--- src/rtl/p2s_multilane.sv ---
// p2s_multilane: multi-lane parallel-to-serial shifter with clear/latch strobes for shift-register chains
module p2s_multilane #(
    parameter int P_CLK_FREQ = 100,
    parameter int S_CLK_FREQ = 10,
    parameter int DATA_BITS  = 32,
    parameter int NUM_LANES  = 2,
    parameter int MSB_FIRST  = 0,
    parameter int CLR_EN     = 1,
    parameter int LATCH_EN   = 1
) (
    input  logic                           clk,
    input  logic                           rst_n,
    input  logic [NUM_LANES*DATA_BITS-1:0] in_data,
    input  logic                           in_valid,
    output logic                           in_ready,
    output logic                           busy,
    output logic                           finish,
    output logic                           s_clk,
    output logic                           s_clr,
    output logic                           s_lat,
    output logic [NUM_LANES-1:0]           s_dat
);
    localparam int HALF = 1 + (P_CLK_FREQ - 1) / S_CLK_FREQ / 2;
    localparam int CW = $clog2(2 * HALF);
    localparam int BW = $clog2(DATA_BITS);
    localparam int W = NUM_LANES * DATA_BITS;
    localparam logic [CW-1:0] H_END = CW'(HALF - 1);
    localparam logic [CW-1:0] P_END = CW'(2 * HALF - 1);
    localparam logic [CW-1:0] H_CNT = CW'(HALF);
    localparam logic [BW-1:0] B_END = BW'(DATA_BITS - 1);

    typedef enum logic [2:0] {IDLE, CLEAR, SHIFT, LATCH, DONE} state_t;

    state_t state, state_n;
    logic [CW-1:0] cnt, cnt_n;
    logic [BW-1:0] bit_cnt, bit_n;
    logic [W-1:0] shreg, shreg_n, shifted, pend_data;
    logic [NUM_LANES-1:0] dat_n;
    logic pend_vld, load;

    assign in_ready = ~pend_vld;

    for (genvar i = 0; i < NUM_LANES; i++) begin : g_lane
        assign shifted[i*DATA_BITS +: DATA_BITS] = MSB_FIRST != 0 ? shreg[i*DATA_BITS +: DATA_BITS] << 1
                                                                  : shreg[i*DATA_BITS +: DATA_BITS] >> 1;
        assign dat_n[i] = shreg_n[i*DATA_BITS + (MSB_FIRST != 0 ? DATA_BITS - 1 : 0)];
    end

    // one-entry pending buffer; a new accept wins over the IDLE load that empties it
    always_ff @(posedge clk or negedge rst_n) begin
        if (!rst_n) begin
            pend_vld  <= 1'b0;
            pend_data <= '0;
        end else if (in_valid && in_ready) begin
            pend_vld  <= 1'b1;
            pend_data <= in_data;
        end else if (load) begin
            pend_vld <= 1'b0;
        end
    end

    // next-state: phase sequencing, cycle/bit counters and shift register update
    always_comb begin
        state_n = state;
        cnt_n   = cnt + 1'b1;
        bit_n   = bit_cnt;
        shreg_n = shreg;
        load    = 1'b0;
        case (state)
            IDLE: begin
                cnt_n = '0;
                if (pend_vld) begin
                    load    = 1'b1;
                    shreg_n = pend_data;
                    bit_n   = '0;
                    state_n = CLR_EN != 0 ? CLEAR : SHIFT;
                end
            end
            CLEAR: if (cnt == H_END) begin
                state_n = SHIFT;
                cnt_n   = '0;
            end
            SHIFT: if (cnt == P_END) begin
                cnt_n   = '0;
                shreg_n = shifted;
                if (bit_cnt == B_END) state_n = LATCH_EN != 0 ? LATCH : DONE;
                else bit_n = bit_cnt + 1'b1;
            end
            LATCH: if (cnt == H_END) begin
                state_n = DONE;
                cnt_n   = '0;
            end
            DONE: begin
                state_n = IDLE;
                cnt_n   = '0;
            end
            default: state_n = IDLE;
        endcase
    end

    // state register with all outputs registered from the next-state values
    always_ff @(posedge clk or negedge rst_n) begin
        if (!rst_n) begin
            state   <= IDLE;
            cnt     <= '0;
            bit_cnt <= '0;
            shreg   <= '0;
            busy    <= 1'b0;
            finish  <= 1'b0;
            s_clk   <= 1'b0;
            s_clr   <= 1'b0;
            s_lat   <= 1'b0;
            s_dat   <= '0;
        end else begin
            state   <= state_n;
            cnt     <= cnt_n;
            bit_cnt <= bit_n;
            shreg   <= shreg_n;
            busy    <= state_n != IDLE;
            finish  <= state_n == DONE;
            s_clk   <= state_n == SHIFT && cnt_n >= H_CNT;
            s_clr   <= state_n == CLEAR;
            s_lat   <= state_n == LATCH;
            s_dat   <= state_n == SHIFT ? dat_n : '0;
        end
    end
endmodule

--- config.mk ---
export PLATFORM = sky130hd
export DESIGN_NAME = p2s_multilane
export DESIGN_NICKNAME = d
export VERILOG_FILES = /design/src/rtl/p2s_multilane.sv
export SDC_FILE = /design/constraint.sdc
export NUM_CORES = 1
export LEC_CHECK = 0
export ABC_AREA = 1
export BUFFER_PORTS_ARGS = -buffer_cell sky130_fd_sc_hd__buf_2
export CAP_MARGIN = 25
export CORE_MARGIN = 2
export CORE_UTILIZATION = 40
export DETAILED_ROUTE_END_ITERATION = 16
export SETUP_SLACK_MARGIN = 0.5
export SYNTH_ARGS = -nofsm -noshare
export SYNTH_HDL_FRONTEND = slang
export SYNTH_SLANG_ARGS = --single-unit
--- constraint.sdc ---
create_clock -name clk -period 1.9 [get_ports clk]
set_clock_uncertainty 0.2 [all_clocks]
set_input_delay 0.285 -clock clk [delete_from_list [all_inputs] [get_ports clk]]
set_output_delay 0.285 -clock clk [all_outputs]
set_load 0.02 [all_outputs]
# ---- Word-level counts from Yosys, hierarchy flattened
# Cells that the tools add are included.
dict set report totals {
  reg_bits 148
  out_inout_bits 8
  input_bits 67
  word_cells 62
}
dict set report op_classes {
  n_bitwise 1
  n_mux 21
  n_eq_ne 14
  addsub 2
  n_reduce_logical 10
  n_lt_le_gt_ge 1
}
# cell count
set op_table {}
lappend op_table {{$mux W64} 2}
lappend op_table {{$pmux W64 S2} 1}
lappend op_table {{$mux W3} 5}
lappend op_table {{$mux W5} 3}
lappend op_table {{$eq A3 B2 Y1 const B} 4}
lappend op_table {{$pmux W3 S4} 1}
lappend op_table {{$pmux W4 S3} 1}
lappend op_table {{$pmux W5 S2} 1}
lappend op_table {{$mux W4} 2}
lappend op_table {{$eq A3 B1 Y1 const B} 2}
lappend op_table {{$eq A3 B3 Y1 const B} 2}
lappend op_table {{$ne A2 B2 Y1 const B} 3}
lappend op_table {{$add A5 B1 Y5 const B} 1}
lappend op_table {{$eq A5 B5 Y1 const B} 1}
lappend op_table {{$add A4 B1 Y4 const B} 1}
lappend op_table {{$eq A4 B3 Y1 const B} 1}
lappend op_table {{$eq A4 B4 Y1 const B} 1}
lappend op_table {{$ge A4 B3 Y1 const B} 1}
lappend op_table {{$mux W1} 4}
lappend op_table {{$reduce_and A4 Y1} 1}
lappend op_table {{$reduce_bool A2 Y1} 2}
lappend op_table {{$reduce_or A2 Y1} 2}
lappend op_table {{$logic_not A3 Y1} 1}
lappend op_table {{$reduce_and A3 Y1} 1}
lappend op_table {{4 further kinds} 5}

# ---- Logic depth before layout (Yosys ltp)
dict set report logic_depth {
  depth_word 6
  depth_mapped 9
  ltp_nobuf 8
}

# ---- Worst setup path before layout
# No wires, ideal clock.
dict set report synth_path {
  path_type {reg2reg}
  startpoint {reg bit_cnt[0]}
  endpoint {reg bit_cnt[1]}
  period_less_slack_ps 1686
  arrival_time_ps 1347
  path_slack_ps 214
  stages_incl_launch_ff 8
  path_cell_list {dfrtp_1 > ha_1 > nand2_1 > nor2_1 > ha_1 > inv_1 > o21ai_1 > o21ai_0}
}
dict set report synth_between {
  elab_chain_cells 4
  word_cells_on_any_way 7
}
# element line
set synth_rtl {}
lappend synth_rtl {{start, declared} 36} ;# logic [BW-1:0] bit_cnt, bit_n;
lappend synth_rtl {{start signal, assigned} 117} ;# bit_cnt <= bit_n;
lappend synth_rtl {{$add A5 B1 Y5} 87} ;# else bit_n = bit_cnt + 1'b1;
lappend synth_rtl {{$mux W5} 86} ;# if (bit_cnt == B_END) state_n = LATCH_EN != 0 ? LATCH : DONE;
lappend synth_rtl {{$mux W5} 83} ;# SHIFT: if (cnt == P_END) begin
lappend synth_rtl {{$pmux W5 S2} 69} ;# case (state)
# Parallel ways exist; a longest one is shown, timed or not. The select of a mux whose other input is x is not followed.
# A chain may end at the register's enable or synchronous reset.

# ---- Final worst setup path
dict set report layout_path {
  startpoint {reg cnt[0]}
  endpoint {reg s_dat[1]}
}
dict set report layout_between {
  elab_chain_cells 5
  word_cells_on_any_way 10
}
# element line
set layout_rtl {}
lappend layout_rtl {{start, declared} 35} ;# logic [CW-1:0] cnt, cnt_n;
lappend layout_rtl {{start signal, assigned} 116} ;# cnt <= cnt_n;
lappend layout_rtl {{$eq A4 B3 Y1 / $eq A4 B4 Y1 (equally long branches)} {79, 89, 83}}
lappend layout_rtl {{$mux W3 (on tied branches)} {89, 79, 83}}
lappend layout_rtl {{$pmux W3 S4} 69}
lappend layout_rtl {{$eq A3 B2 Y1} 124} ;# s_dat <= state_n == SHIFT ? dat_n : '0;
lappend layout_rtl {{$mux W2 *} 124}
lappend layout_rtl {{end signal, assigned} 124}
lappend layout_rtl {{end, declared} 21} ;# output logic [NUM_LANES-1:0] s_dat
# Mark *: on every way between the ends. The rest lies on a longest branch, timed or not. The select of a mux whose other input is x is not followed.

==> run metrics <==
max incr delay on CP=0.43 ns; num ports=75; final setup fails=0; sequential share of the synthesized area=61.4%; CTS buffer count=17; total power=14.6 mW; fraction of layout cells with a size suffix above 1=45.1%; Critical-path top delay cell=dfrtp_1; wire per inst=17.7 µm; Max Slew Vio Count=0; setup TNS=0 ns; Tcrit/Tclk final=about 90%; core area=0.0146 mm²; RR Endpoint=s_dat[1]; clk sinks=around 150; crit path time final=1.75 ns; ys flop type=dfrtp_1; Peak VDD IR=824 µV; IO Port Bufs=74; CTS max path bufs=2; clock power share=between 20% and 30%; drc violations=0; f_max=about 570 MHz; CP Max Fanout=8; vias per cell=between 5 and 6; final non-filler cell total=between 900 and 1k; Fin. Hold Viols=0; CTS tree=built; GR Overflow Total=0; worst setup path end=s_dat[1]; Final ANT Viol Nets=0; Hold Crit Class=in -> async; synth top area cells=dfrtp_1, mux2_2, nand2_1, a22oi_1, inv_1; CP Capture Type=register; Vert. Die Dim=around 130 µm; post-synth top area share=between 60% and 70%; Crit path required time=slightly above 2 ns; routed wire length=about 17,000 µm; Synth cell types=23; status=completed; DIE AREA=about 0.016 mm²; CTS root buffer=clkbuf_16; switch share=about a third; r2r setup slk=0.15 ns; pwr/cell area=roughly 1500 mW/mm²; share of synthesized flip-flops with an asynchronous set or reset=between 90% and 100%; GRT Util Overall=20.7%; P_int=around 9.8 mW; DRT Pass-1 Iters=4; antenna violations before repair=0; Vias=slightly below 5k; Detailed Place HPWL=7670 µm; Crit. Startpoint=cnt[0]; Fillers=~1.1k; RePlAce Congestion=0.733; Post-Syn Instances=527; most common cell after layout, fill and taps aside=dfrtp_1; initial core utilization=41.2%; Crit Path Class=reg -> reg; vias in the first global route=5,018; Crit Reg-Reg Startpoint=cnt[0]; die width=roughly 130 µm; Skew-Pair Late Insertion Delay=roughly 0.42 ns; max_cap viols=0; Comb pwr share=between 30% and 40%; unrepaired setup endpoints after global routing=true; Syn Area/Cell=11.4 µm²; P_leak=between 4 and 5 nW; drt initial violations=311; CP arrival=about 1.9 ns; Ant. Diodes=0; Worst-path clk slew=around 0.06 ns; # rows=44; Placed Cells incl. Taps=roughly 780; Worst-Margin Slew=around 0.33 ns; most frequent cells in the layout=dfrtp_1, nand2_1, dlygate4sd3_1; Synth Cell Area=0.00603 mm²; syn_nets=599; first-pass GRT wire length=roughly 26,000 µm; H-tree Lvls=4; Seq cells post-synth=around 150; pin count of the biggest net entering global routing=53; Syn. warnings=0; Net Sw Power=between 4 and 5 mW; Flop pwr share=about two fifths; Worst R2R Path Depth=8; EDFF count, synth=0; final-stage net count=roughly 800; P&R area growth vs syn=57.0%; cell taking the most area after synthesis=dfrtp_1; Startpoint Class=register; Rel. slew slack=77.9%; cells along the critical path=ha_4 > nand3_4 > nor2_4 > buf_6 > buf_12 > nor2_8 > nand2_4 > a21oi_2
how the worst min path moves through the flow:
stage | start | slack, ns | to | cells after the start
final | rst_n | 0.08 | s_dat[0] | 2
after global routing | rst_n | 0.09 | shreg[31] | 2
after CTS | rst_n | 0.07 | pend_data[57] | 2
after detailed placement | rst_n | -0.05 | pend_data[57] | 1
after global placement | rst_n | -0.05 | pend_data[30] | 1
after floorplan | rst_n | -0.21 | bit_cnt[0] | 0
cell type report:
type                    count  area, µm²  area share (%)
multi-input cells         333       2600            27.4
well taps                 184        230            2.43
clock inverters             9        175            1.85
clock buffers              23        468            4.94
repair buffers            212       2170            23.0
inverters                  25        116            1.23
flip-flops and latches    148       3700            39.1
registers in the layout (all words and copies together) (netlist names):
signal and count:
bit_cnt 5, busy 1, cnt 4, finish 1, pend_data 64, pend_vld 1
s_clk 1, s_clr 1, s_dat 2, s_lat 1, shreg 64, state 3
cell usage after synthesis, types with 3 or more instances:
library cell	number
o21ai_0	9
inv_1	23
nor2_1	11
nand3_1	8
ha_1	5
dfrtp_1	148
nand3_2	3
nand2_1	154
a21oi_1	5
buf_4	11
a22oi_1	60
buf_2	14
mux2_2	63
power groups by stage:
| stage | combinational [mW] | sequential (mW) | clock (mW) |
|---|---|---|---|
| 3_5_place_dp | 3.26 | 5.50 | 0 |
| 5_1_grt | 5.80 | 5.78 | 3.86 |
| 3_3_place_gp | 3.13 | 5.47 | 0 |
| 6_report | 5.32 | 5.62 | 3.66 |
| 4_1_cts | 4.80 | 5.50 | 3.70 |
| 2_1_floorplan | 2.50 | 5.29 | 0 |
repair_timing:
action	4_1_cts	5_1_grt
resized for setup	99	73
hold buffers	66	0
setup endpoints to repair	154	155
gates cloned	15	2
hold endpoints to repair	213	0
buffers inserted	34	9
pin swaps	21	25
per-stage QoR:
stage	utilization (%)	hold slack, ns	setup WS, ns	instance area (µm²)
detailed placement	46.1	-0.0476	-0.158	6750
global route	64.7	0.0933	0.105	9470
CTS	62.1	0.0688	0.209	9100
floorplan	-	-0.211	0.352	6140
finish	64.7	0.0776	0.149	9470
global placement	46.1	-0.0514	-0.0774	6750
layer usage:
layer | part of all wire, % | up-vias | routed length (µm) | GRT usage, %
li1 | - | 2233 | - | -
met1 | 41 | 2427 | 6800 | 27.0
met5 | 0 | - | 0 | 0
met4 | 1.6 | 0 | 272 | 7.89
met2 | 52 | 132 | 8660 | 34.2
met3 | 4.8 | 23 | 794 | 4.22
cells by family (layout without fill, tap and decap cells):
kind of cell	after synthesis	after routing	share of synthesized area [%]
buf+inv	51	269	4.27
xor+xnor	2	2	0.290
mux	63	63	11.8
simple gates	181	185	12.3
compound gates	77	78	8.98
flops	148	148	61.4
fa+ha+maj	5	5	1.04
critical path, delay by kind of cell, from the launching register on:
kind                     cells  cell delay, ns
AND/OR/NAND/NOR              4            0.47
buffers and inverters        2            0.26
AO/OA/AOI/OAI                1            0.13
flip-flops                   1            0.43
adder cells (fa/ha/maj)      1            0.19
(Power assumes the default switching activity.)
